## src/rtl/ulpi_phy_emu_if.sv

```systemverilog
// rtl/ulpi_phy_emu_if.sv - ULPI bus between the link (master) and the PHY emulator (slave)
interface ulpi_phy_emu_if;
  logic       ULPI_RESETN;
  logic       ULPI_STP;
  logic [7:0] ULPI_DATA_IN;
  logic [7:0] ULPI_DATA_OUT;
  logic       ULPI_DATA_OE;
  logic       ULPI_DIR;
  logic       ULPI_NXT;

  modport master (
    output ULPI_RESETN, ULPI_STP, ULPI_DATA_IN,
    input  ULPI_DATA_OUT, ULPI_DATA_OE, ULPI_DIR, ULPI_NXT
  );

  modport slave (
    input  ULPI_RESETN, ULPI_STP, ULPI_DATA_IN,
    output ULPI_DATA_OUT, ULPI_DATA_OE, ULPI_DIR, ULPI_NXT
  );
endinterface

```

## src/rtl/ulpi_phy_emu.sv

```systemverilog
// rtl/ulpi_phy_emu.sv - PHY-side ULPI responder
// One FSM whose bus outputs are registered from the next-state decode.
module ulpi_phy_emu #(
  parameter int RESET_DIR_CYCLES = 4,
  parameter int POST_RESET_IDLE  = 4,
  parameter int STP_TIMEOUT      = 16
) (
  input  logic          CLK,
  input  logic          RST,
  ulpi_phy_emu_if.slave ulpi,
  input  logic [1:0]    LINESTATE,
  input  logic [1:0]    VBUS,
  output logic [7:0]    FUNC_CTRL,
  output logic [7:0]    OTG_CTRL,
  output logic [3:0]    TX_PID,
  output logic [15:0]   TX_BYTE_CNT,
  output logic          TX_DONE,
  output logic          ERR
);
  typedef enum logic [3:0] {
    S_RESET_HOLD, S_POST_IDLE, S_RX_TURN, S_RX_DATA, S_IDLE,
    S_WR_ACKCMD, S_WR_ACKDATA, S_WR_WAITSTP,
    S_RD_ACKCMD, S_RD_TURN, S_RD_DATA, S_TX_ACK
  } state_t;

  state_t      state_q, state_d;
  logic [7:0]  cnt_q, cnt_d;
  logic [5:0]  addr_q, addr_d;
  logic [7:0]  wdata_q, wdata_d;
  logic [3:0]  pid_q, pid_d;
  logic [15:0] bytes_q, bytes_d;
  logic [7:0]  func_q, func_d, ifc_q, ifc_d, otg_q, otg_d, scratch_q, scratch_d;
  logic [7:0]  last_rxcmd_q, last_rxcmd_d;
  logic        dir_q, dir_d, nxt_q, nxt_d, oe_q, oe_d;
  logic [7:0]  dout_q, dout_d;
  logic [3:0]  tx_pid_q, tx_pid_d;
  logic [15:0] tx_cnt_q, tx_cnt_d;
  logic        tx_done_q, tx_done_d, err_q, err_d;
  logic [7:0]  rxcmd, rd_val;

  assign rxcmd = {4'b0000, VBUS, LINESTATE};

  // op 0 = write, 1 = set, 2 = clear
  function automatic logic [7:0] wr_apply(input logic [7:0] cur, input logic [5:0] op,
                                          input logic [7:0] d);
    case (op)
      6'd0:    wr_apply = d;
      6'd1:    wr_apply = cur | d;
      default: wr_apply = cur & ~d;
    endcase
  endfunction

  always_comb begin
    rd_val = 8'h00;
    case (addr_q)
      6'h00:               rd_val = 8'h24;
      6'h01:               rd_val = 8'h04;
      6'h02:               rd_val = 8'h06;
      6'h04, 6'h05, 6'h06: rd_val = func_q;
      6'h07, 6'h08, 6'h09: rd_val = ifc_q;
      6'h0A, 6'h0B, 6'h0C: rd_val = otg_q;
      6'h16, 6'h17, 6'h18: rd_val = scratch_q;
      default:             rd_val = 8'h00;
    endcase
  end

  always_comb begin
    state_d      = state_q;
    cnt_d        = cnt_q;
    addr_d       = addr_q;
    wdata_d      = wdata_q;
    pid_d        = pid_q;
    bytes_d      = bytes_q;
    func_d       = func_q;
    ifc_d        = ifc_q;
    otg_d        = otg_q;
    scratch_d    = scratch_q;
    last_rxcmd_d = last_rxcmd_q;
    tx_pid_d     = tx_pid_q;
    tx_cnt_d     = tx_cnt_q;
    dir_d        = 1'b0;
    nxt_d        = 1'b0;
    oe_d         = 1'b0;
    dout_d       = 8'h00;
    tx_done_d    = 1'b0;
    err_d        = 1'b0;

    case (state_q)
      S_RESET_HOLD: begin
        dir_d = 1'b1;
        if (cnt_q == 8'(RESET_DIR_CYCLES - 1)) begin
          state_d = S_POST_IDLE;
          cnt_d   = 8'd0;
          dir_d   = 1'b0;
        end else begin
          cnt_d = cnt_q + 8'd1;
        end
      end
      S_POST_IDLE: begin
        if (cnt_q == 8'(POST_RESET_IDLE - 1)) begin
          state_d = S_RX_TURN;
          dir_d   = 1'b1;
        end else begin
          cnt_d = cnt_q + 8'd1;
        end
      end
      S_RX_TURN: begin
        state_d      = S_RX_DATA;
        dir_d        = 1'b1;
        oe_d         = 1'b1;
        dout_d       = rxcmd;
        last_rxcmd_d = rxcmd;
      end
      S_RX_DATA: state_d = S_IDLE;
      S_IDLE: begin
        // a line-state change pre-empts whatever the link put on the bus
        if (rxcmd != last_rxcmd_q) begin
          state_d = S_RX_TURN;
          dir_d   = 1'b1;
        end else begin
          case (ulpi.ULPI_DATA_IN[7:6])
            2'b10: begin
              state_d = S_WR_ACKCMD;
              nxt_d   = 1'b1;
              addr_d  = ulpi.ULPI_DATA_IN[5:0];
            end
            2'b11: begin
              state_d = S_RD_ACKCMD;
              nxt_d   = 1'b1;
              addr_d  = ulpi.ULPI_DATA_IN[5:0];
            end
            2'b01: begin
              state_d = S_TX_ACK;
              nxt_d   = 1'b1;
              pid_d   = ulpi.ULPI_DATA_IN[3:0];
              bytes_d = 16'd0;
              cnt_d   = 8'd0;
            end
            default: ;
          endcase
        end
      end
      S_WR_ACKCMD: begin
        state_d = S_WR_ACKDATA;
        nxt_d   = 1'b1;
      end
      S_WR_ACKDATA: begin
        state_d = S_WR_WAITSTP;
        wdata_d = ulpi.ULPI_DATA_IN;
        cnt_d   = 8'd0;
      end
      S_WR_WAITSTP: begin
        if (ulpi.ULPI_STP) begin
          case (addr_q)
            6'h04, 6'h05, 6'h06: func_d    = wr_apply(func_q, addr_q - 6'h04, wdata_q);
            6'h07, 6'h08, 6'h09: ifc_d     = wr_apply(ifc_q, addr_q - 6'h07, wdata_q);
            6'h0A, 6'h0B, 6'h0C: otg_d     = wr_apply(otg_q, addr_q - 6'h0A, wdata_q);
            6'h16, 6'h17, 6'h18: scratch_d = wr_apply(scratch_q, addr_q - 6'h16, wdata_q);
            default: ;
          endcase
          state_d = S_IDLE;
          if (func_d[5]) begin
            func_d[5] = 1'b0;
            state_d   = S_RESET_HOLD;
            cnt_d     = 8'd0;
            dir_d     = 1'b1;
          end
        end else if (cnt_q == 8'(STP_TIMEOUT - 1)) begin
          state_d = S_IDLE;
          err_d   = 1'b1;
        end else begin
          cnt_d = cnt_q + 8'd1;
        end
      end
      S_RD_ACKCMD: begin
        state_d = S_RD_TURN;
        dir_d   = 1'b1;
      end
      S_RD_TURN: begin
        state_d = S_RD_DATA;
        dir_d   = 1'b1;
        oe_d    = 1'b1;
        dout_d  = rd_val;
      end
      S_RD_DATA: state_d = S_IDLE;
      S_TX_ACK: begin
        if (ulpi.ULPI_STP) begin
          state_d   = S_IDLE;
          tx_pid_d  = pid_q;
          tx_cnt_d  = bytes_q;
          tx_done_d = 1'b1;
        end else if (cnt_q == 8'(STP_TIMEOUT - 1)) begin
          state_d = S_IDLE;
          err_d   = 1'b1;
        end else begin
          nxt_d   = 1'b1;
          cnt_d   = cnt_q + 8'd1;
          bytes_d = (bytes_q == 16'hFFFF) ? bytes_q : bytes_q + 16'd1;
        end
      end
      default: state_d = S_RESET_HOLD;
    endcase

    if (!ulpi.ULPI_RESETN) begin
      state_d      = S_RESET_HOLD;
      cnt_d        = 8'd0;
      func_d       = 8'h41;
      ifc_d        = 8'h00;
      otg_d        = 8'h06;
      scratch_d    = 8'h00;
      last_rxcmd_d = 8'h00;
      tx_pid_d     = 4'h0;
      tx_cnt_d     = 16'd0;
      dir_d        = 1'b1;
      nxt_d        = 1'b0;
      oe_d         = 1'b0;
      dout_d       = 8'h00;
      tx_done_d    = 1'b0;
      err_d        = 1'b0;
    end
  end

  always_ff @(posedge CLK or posedge RST) begin
    if (RST) begin
      state_q      <= S_RESET_HOLD;
      cnt_q        <= 8'd0;
      addr_q       <= 6'd0;
      wdata_q      <= 8'h00;
      pid_q        <= 4'h0;
      bytes_q      <= 16'd0;
      func_q       <= 8'h41;
      ifc_q        <= 8'h00;
      otg_q        <= 8'h06;
      scratch_q    <= 8'h00;
      last_rxcmd_q <= 8'h00;
      dir_q        <= 1'b1;
      nxt_q        <= 1'b0;
      oe_q         <= 1'b0;
      dout_q       <= 8'h00;
      tx_pid_q     <= 4'h0;
      tx_cnt_q     <= 16'd0;
      tx_done_q    <= 1'b0;
      err_q        <= 1'b0;
    end else begin
      state_q      <= state_d;
      cnt_q        <= cnt_d;
      addr_q       <= addr_d;
      wdata_q      <= wdata_d;
      pid_q        <= pid_d;
      bytes_q      <= bytes_d;
      func_q       <= func_d;
      ifc_q        <= ifc_d;
      otg_q        <= otg_d;
      scratch_q    <= scratch_d;
      last_rxcmd_q <= last_rxcmd_d;
      dir_q        <= dir_d;
      nxt_q        <= nxt_d;
      oe_q         <= oe_d;
      dout_q       <= dout_d;
      tx_pid_q     <= tx_pid_d;
      tx_cnt_q     <= tx_cnt_d;
      tx_done_q    <= tx_done_d;
      err_q        <= err_d;
    end
  end

  assign ulpi.ULPI_DIR      = dir_q;
  assign ulpi.ULPI_NXT      = nxt_q;
  assign ulpi.ULPI_DATA_OE  = oe_q;
  assign ulpi.ULPI_DATA_OUT = dout_q;
  assign FUNC_CTRL          = func_q;
  assign OTG_CTRL           = otg_q;
  assign TX_PID             = tx_pid_q;
  assign TX_BYTE_CNT        = tx_cnt_q;
  assign TX_DONE            = tx_done_q;
  assign ERR                = err_q;
endmodule

```

## src/flat_wrapper.sv

```systemverilog
// flat-port wrapper written by rule: the top's interface ports become plain ports
module ulpi_phy_emu_flat 
#(
  parameter int RESET_DIR_CYCLES = 4,
  parameter int POST_RESET_IDLE  = 4,
  parameter int STP_TIMEOUT      = 16
)
  (CLK, RST, LINESTATE, VBUS, FUNC_CTRL, OTG_CTRL, TX_PID, TX_BYTE_CNT, TX_DONE, ERR, ulpi_ULPI_RESETN, ulpi_ULPI_STP, ulpi_ULPI_DATA_IN, ulpi_ULPI_DATA_OUT, ulpi_ULPI_DATA_OE, ulpi_ULPI_DIR, ulpi_ULPI_NXT);
  ulpi_phy_emu_if ulpi_i ();
  input  logic CLK;
  input  logic RST;
  input  logic [1:0] LINESTATE;
  input  logic [1:0] VBUS;
  output logic [7:0] FUNC_CTRL;
  output logic [7:0] OTG_CTRL;
  output logic [3:0] TX_PID;
  output logic [15:0] TX_BYTE_CNT;
  output logic TX_DONE;
  output logic ERR;
  input wire logic [$bits(ulpi_i.ULPI_RESETN)-1:0] ulpi_ULPI_RESETN;
  input wire logic [$bits(ulpi_i.ULPI_STP)-1:0] ulpi_ULPI_STP;
  input wire logic [$bits(ulpi_i.ULPI_DATA_IN)-1:0] ulpi_ULPI_DATA_IN;
  output wire logic [$bits(ulpi_i.ULPI_DATA_OUT)-1:0] ulpi_ULPI_DATA_OUT;
  output wire logic [$bits(ulpi_i.ULPI_DATA_OE)-1:0] ulpi_ULPI_DATA_OE;
  output wire logic [$bits(ulpi_i.ULPI_DIR)-1:0] ulpi_ULPI_DIR;
  output wire logic [$bits(ulpi_i.ULPI_NXT)-1:0] ulpi_ULPI_NXT;
  assign ulpi_i.ULPI_RESETN = ulpi_ULPI_RESETN;
  assign ulpi_i.ULPI_STP = ulpi_ULPI_STP;
  assign ulpi_i.ULPI_DATA_IN = ulpi_ULPI_DATA_IN;
  assign ulpi_ULPI_DATA_OUT = ulpi_i.ULPI_DATA_OUT;
  assign ulpi_ULPI_DATA_OE = ulpi_i.ULPI_DATA_OE;
  assign ulpi_ULPI_DIR = ulpi_i.ULPI_DIR;
  assign ulpi_ULPI_NXT = ulpi_i.ULPI_NXT;
  ulpi_phy_emu #(.RESET_DIR_CYCLES(RESET_DIR_CYCLES), .POST_RESET_IDLE(POST_RESET_IDLE), .STP_TIMEOUT(STP_TIMEOUT)) u_core (.CLK(CLK), .RST(RST), .ulpi(ulpi_i), .LINESTATE(LINESTATE), .VBUS(VBUS), .FUNC_CTRL(FUNC_CTRL), .OTG_CTRL(OTG_CTRL), .TX_PID(TX_PID), .TX_BYTE_CNT(TX_BYTE_CNT), .TX_DONE(TX_DONE), .ERR(ERR));
endmodule
```

## config.mk

```make
export PLATFORM = sky130hd
export DESIGN_NAME = ulpi_phy_emu_flat
export DESIGN_NICKNAME = d
export VERILOG_FILES = /design/src/rtl/ulpi_phy_emu_if.sv /design/src/rtl/ulpi_phy_emu.sv /design/src/flat_wrapper.sv
export SDC_FILE = /design/constraint.sdc
export NUM_CORES = 1
export LEC_CHECK = 0
export ABC_AREA = 1
export BUFFER_PORTS_ARGS = -buffer_cell sky130_fd_sc_hd__buf_2
export CAP_MARGIN = 20
export CORE_MARGIN = 2
export CORE_UTILIZATION = 45
export DETAILED_ROUTE_END_ITERATION = 7
export PLACE_DENSITY = 0.64
export SYNTH_ARGS = -nofsm -noshare
export SYNTH_HDL_FRONTEND = slang
export SYNTH_SLANG_ARGS = --single-unit
export TNS_END_PERCENT = 100
```

## constraint.sdc

```tcl
create_clock -name CLK -period 4 [get_ports CLK]
set_input_delay 0.6 -clock CLK [delete_from_list [all_inputs] [get_ports CLK]]
set_output_delay 0.6 -clock CLK [all_outputs]
set_load 0.005 [all_outputs]
```

# --- After elaboration in Yosys (flattened, before gate mapping) ---
# Index checks and enable logic that the tools add are counted.
op_classes:
  addsub: 6
  mul: 0
  div_mod_pow: 0
  n_lt_le_gt_ge: 0
  eq_ne: 58
  shift: 0
  muxes: 81
  bitwise_logic: 10
  reduce_logical: 28
op_table:
  columns: ["op", "n"]
  rows:
  - ["$mux 8", 30]
  - ["$mux 16", 8]
  - ["$pmux 8 s2", 5]
  - ["$pmux 8 s7", 1]
  - ["$pmux 8 s6", 1]
  - ["$pmux 4 s11", 1]
  - ["$mux 4", 10]
  - ["$and 8x8->8", 4]
  - ["$or 8x8->8", 4]
  - ["$pmux 16 s2", 1]
  - ["$eq 6x1->1 const B", 5]
  - ["$eq 6x4->1 const B", 5]
  - ["$logic_not 6->1", 5]
  - ["$eq 6x3->1 const B", 4]
  - ["$reduce_and 3->1", 7]
  - ["$mux 1", 20]
  - ["$eq 6x5->1 const B", 3]
  - ["$ne 2x1->1 const B", 9]
  - ["$reduce_or 3->1", 6]
  - ["$add 16x1->16 const B", 1]
  - ["$eq 16x16->1 const B", 1]
  - ["$eq 4x3->1 const B", 4]
  - ["$eq 4x4->1 const B", 4]
  - ["$pmux 4 s3", 1]
  - ["28 further kinds", 43]
totals:
  reg_bits: 119
  latch_bits: 0
  ram_bits: 0
  romBits: 0
  output_inout_bits: 49
  wordCells: 203
  mem_count: 0

# --- Longest topological paths before layout ---
depth:
  ltp_word: 10
  ltp_mapped: 13
  mapped_depth_nobuf: 13

# --- Worst setup path after synthesis ---
# OpenSTA, ideal clock, no wires.
synth_path:
  kind: "input-to-reg"
  from: "input port LINESTATE[0]"
  to: "register u_core.bytes_q[2]"
  setup_time_ns: 0.121
  arrival_ns: 1.672
  required_ns: 3.879
  slack_ns: 2.208
  cell_stages: 12
  path_cell_list: "inv_1 > nand2_1 > nand2_1 > nor2_1 > nand2_1 > nor2_2 > inv_1 > a21oi_1 > nand2_1 > buf_2 > nand2_1 > o21ai_1"
synth_via:
  elab_chain_cells: 3
synth_rtl:
  columns: ["item", "line_no", "rtl"]
  rows:
  - ["start, declared", "flat_wrapper.sv:12", "input logic [1:0] LINESTATE;"]
  - ["$ne 4x8->1", "ulpi_phy_emu.sv:117", "if (rxcmd != last_rxcmd_q) begin"]
  - ["$ne 2x2->1 (no source line)", null, null]
  - ["$reduce_and 6->1 (no source line)", null, null]
  - ["end signal, assigned", "ulpi_phy_emu.sv:250", "bytes_q <= bytes_d;"]
  - ["end, declared", "ulpi_phy_emu.sv:31", "logic [15:0] bytes_q, bytes_d;"]
# Every way passes these cells.
# A chain may end at the register's enable or synchronous reset.

# --- Worst setup path in the final report ---
layout_path:
  from: "register u_core.state_q[2]"
  to: "register u_core.bytes_q[6]"
layout_via:
  elab_chain_cells: 3
  elab_cells_between_ends: 10
layout_rtl:
  columns: ["item", "line_no", "rtl"]
  rows:
  - ["start, declared", "ulpi_phy_emu.sv:26", "state_t state_q, state_d;"]
  - ["start signal, assigned", "ulpi_phy_emu.sv:245", "state_q <= state_d;"]
  - ["$eq 4x4->1 or $eq 4x3->1 (tied branches)", "ulpi_phy_emu.sv:88", "case (state_q)"]
  - ["$ne 2x2->1 (no source line), or another cell as far along", null, null]
  - ["$reduce_and 6->1 (no source line)", null, null]
# Several ways; a longest one is shown, not always the timed one.

==> metrics.json <==
{
  "status": {"value": "complete, no violations"},
  "vdd_ir_drop_max": {"value": 263, "unit": "uV"},
  "least_margin_pin_slew": {"value": 0.846, "unit": "ns"},
  "cp_max_fo": {"value": 21},
  "core.rowCount": {"value": 43},
  "rsz0062_at_grt": {"value": "no"},
  "synth_area": {"value": 6480, "unit": "um2"},
  "grtUsageMet3": {"value": 6.14, "unit": "%"},
  "final.min_clock_period": {"value": 2.64, "unit": "ns"},
  "number_of_antenna_violations_at_the_first_check_in_global_routing": {"value": 0},
  "final-max-slew-violation-count": {"value": 0},
  "drt-vias-per-instance": {"value": 5.33},
  "cp-start-kind": {"value": "flop"},
  "mostFrequentLayoutCells": {"value": "nand2_1 (315), dfrtp_1 (109), inv_1 (90), nand3_1 (87), o21ai_0 (76)"},
  "clock.fmax": {"value": 379, "unit": "MHz"},
  "ff_latch_area": {"value": 2860, "unit": "um2"},
  "die_height": {"value": 124, "unit": "um"},
  "post-route-cell-area": {"value": 7550, "unit": "um2"},
  "via_count": {"value": 6223},
  "cts_setup_buffers": {"value": 0},
  "number_of_buffers_created_by_cts": {"value": 17},
  "clock_root_buffer_master": {"value": "clkbuf_16"},
  "slowest_stage": {"value": "nand2_1"},
  "report.power.total": {"value": 3.12, "unit": "mW"},
  "drt-initial-drc-count": {"value": 507},
  "groute.layer.met1.usage": {"value": 36.9, "unit": "%"},
  "synth_ff_type": {"value": "dfrtp_1"},
  "worst_ep_arrival_time": {"value": 2.99, "unit": "ns"},
  "synth_sequential_area_ratio": {"value": 44.1, "unit": "%"},
  "vias_in_the_first_global_route": {"value": 5603},
  "cts_tree": {"value": "yes"},
  "final_common_cell": {"value": "nand2_1"},
  "postSynthAreaPerCell": {"value": 7.13, "unit": "um2"},
  "path_clk_slew": {"value": 0.05, "unit": "ns"},
  "grt_start_max_net_pins": {"value": 69},
  "cp_common_cell": {"value": "nand2_1"},
  "initial_utilization": {"value": 46.3, "unit": "%"},
  "timing.setup.critical_path_class": {"value": "reg2reg"},
  "overflow": {"value": 0},
  "wire_length_of_the_first_global_routing_pass": {"value": 29100, "unit": "um"},
  "chipWidth": {"value": 124, "unit": "um"},
  "placed_area": {"value": 6960, "unit": "um2"},
  "power_per_cell_area": {"value": 413, "unit": "nW/um2"},
  "coreArea": {"value": 14000, "unit": "um2"},
  "postSynthCellCount": {"value": 909},
  "route.detailed.wl_per_inst": {"value": 15.4, "unit": "um"},
  "drt_first_pass_iters": {"value": 6},
  "critical_path.cell_chain": {"value": "inv_1, nand2_1, nor2_2, nand2_1, nand2_1, a21oi_1, nand2_1, buf_4, nand2_1, o21ai_1"},
  "multi_input_area": {"value": 3150, "unit": "um2"},
  "whs": {"value": 0.354, "unit": "ns"},
  "grt_busiest_layer": {"value": "met1"},
  "final_clock_period_utilization_by_the_worst_path": {"value": 66.0, "unit": "%"},
  "max_cap_violations": {"value": 0},
  "yosysUniqueCellTypes": {"value": 38},
  "setup_viol": {"value": 0},
  "synthesis.yosys.warnings": {"value": 0},
  "port_buffers": {"value": 63},
  "detailedPlacementHpwl": {"value": 12800, "unit": "um"},
  "place_worst_setup_slack": {"value": 1.38, "unit": "ns"},
  "max-slew-margin-rel": {"value": 43.6, "unit": "%"},
  "register_bit_count_reported_by_yosys": {"value": 114},
  "hold_class": {"value": "in2async"},
  "ctsLongestPathBuffers": {"value": 2},
  "async_reset_ff_share": {"value": 100, "unit": "%"},
  "grtUsageMet2": {"value": 34.8, "unit": "%"},
  "post_cts_hold_buffer_count": {"value": 0},
  "tritoncts_num_sinks": {"value": 114},
  "worst_clock_skew": {"value": 0.0160, "unit": "ns"},
  "layout-drive-gt1-share": {"value": 13.5, "unit": "%"},
  "critical-path-max-stage-delay": {"value": 0.57, "unit": "ns"},
  "filler_cell_count_in_the_final_layout": {"value": 1412},
  "areaGrowthSynthToFinish": {"value": 16.6, "unit": "%"},
  "synth-edff-count": {"value": 0},
  "setup.worst_path.end_class": {"value": "flop"},
  "ctsResizeCount": {"value": 0},
  "drc_violations": {"value": 0},
  "cts.htree.levels": {"value": 4},
  "setup-tns-final": {"value": 0, "unit": "ns"},
  "grtUsageTotal": {"value": 24.7, "unit": "%"},
  "syn-num-nets": {"value": 930},
  "dieArea": {"value": 15400, "unit": "um2"},
  "report.final.hold_viol_count": {"value": 0},
  "routed_wirelength": {"value": 18000, "unit": "um"},
  "design.final.nets": {"value": 996},
  "final_antenna_net_count": {"value": 0},
  "gp_congestion": {"value": 0.901},
  "worstSkewPairLatency": {"value": 0.43, "unit": "ns"},
  "power.static_leakage": {"value": 3.94, "unit": "nW"},
  "worstPathRequired": {"value": 4.35, "unit": "ns"},
  "io_pins": {"value": 65},
  "final_critical_path_setup_slack": {"value": 1.36, "unit": "ns"}
}
logic make-up (layout without fill, tap and decap cells):
group	Yosys count	count (layout)	synth area share (%)
flops	114	114	44.1
other cells	1	2	0.0579
compound gates	124	124	10.4
simple gates	530	530	35.2
buf+inv	121	199	7.26
xor+xnor	14	14	1.89
fa+ha+maj	5	5	0.966
Yosys cell counts, types with 8 or more instances:
master | n | area (um2)
o21ai_0 | 76 | 380
inv_2 | 10 | 37.5
nor3_1 | 11 | 55.1
xor2_1 | 14 | 123
o21ai_1 | 10 | 50.1
a21oi_1 | 17 | 85.1
nor2_1 | 67 | 251
inv_1 | 91 | 342
dfrtp_1 | 109 | 2730
nand4_1 | 24 | 150
nand3_1 | 87 | 435
nor2_2 | 8 | 50.1
clkbuf_1 | 10 | 37.5
nand2_1 | 315 | 1180
report_power, final:
part	total (mW)	leakage, nW	internal [mW]	switching, mW
Clock	1.53	0.288	1.02	0.512
Sequential	1.25	1.51	1.20	0.0504
Combinational	0.337	2.15	0.102	0.235
Total	3.12	3.94	2.32	0.797
worst paths after layout:
path / start / end / slack [ns] / depth (start not counted)
max in group asynchronous: RST / u_core.ulpi.ULPI_DIR$_DFF_PP1_ / 2.77 / 3
hold / removal: RST / u_core.addr_q[1]$_DFFE_PP0P_ / 0.35 / 2
hold reg to reg: u_core.ifc_q[0]$_DFFE_PP0P_ / u_core.ifc_q[0]$_DFFE_PP0P_ / 0.49 / 2
min in group CLK: ulpi_ULPI_DATA_IN[2] / u_core.pid_q[2]$_DFFE_PP0P_ / 0.40 / 3
setup / recovery: u_core.state_q[2]$_DFFE_PP0P_ / u_core.bytes_q[6]$_DFFE_PP0P_ / 1.36 / 10
setup reg to reg: u_core.state_q[2]$_DFFE_PP0P_ / u_core.bytes_q[6]$_DFFE_PP0P_ / 1.36 / 10
layout make-up:
| type | count | share of cell area [%] |
|---|---|---|
| Antenna cell | 1 | 0.0331 |
| Clock buffer | 26 | 6.48 |
| Clock inverter | 5 | 1.33 |
| Inverter | 101 | 5.05 |
| Multi-Input combinational cell | 674 | 41.7 |
| Sequential cell | 114 | 37.9 |
| Tap cell | 180 | 2.98 |
| Timing Repair Buffer | 67 | 4.57 |
routing by layer:
layer  share of wire [%]  up-vias
met3                 7.6       22
met5                   0        -
met2                  43      231
met1                  48     2887
met4                 1.5        0
li1                    -     3083
state kept, by name, indices dropped and copies added, names as in the netlist, 4 cells and up:
register / cells
u_core.bytes_q: 16
u_core.TX_PID: 4
u_core.pid_q: 4
u_core.scratch_q: 8
u_core.OTG_CTRL: 8
u_core.cnt_q: 8
u_core.wdata_q: 8
u_core.ulpi.ULPI_DATA_OUT: 8
u_core.last_rxcmd_q: 4
u_core.state_q: 4
u_core.TX_BYTE_CNT: 16
u_core.addr_q: 6
u_core.ifc_q: 8
u_core.FUNC_CTRL: 7
worst max-delay path, delay by kind of cell (launching register included):
kind	cells	cell delay, ns
and+or+nand+nor	6	1.66
DFF	1	0.40
AOI/OAI and AO/OA	2	0.13
buffers and inverters	2	0.37
stage by stage:
stage / util, % / instances
finish: 54.0 / 1168
global route: 54.0 / 1167
CTS: 54.0 / 1167
detailed placement: 49.8 / 1136
global placement: 49.8 / 1136
floorplan: - / 909
(Power assumes the default switching activity.)
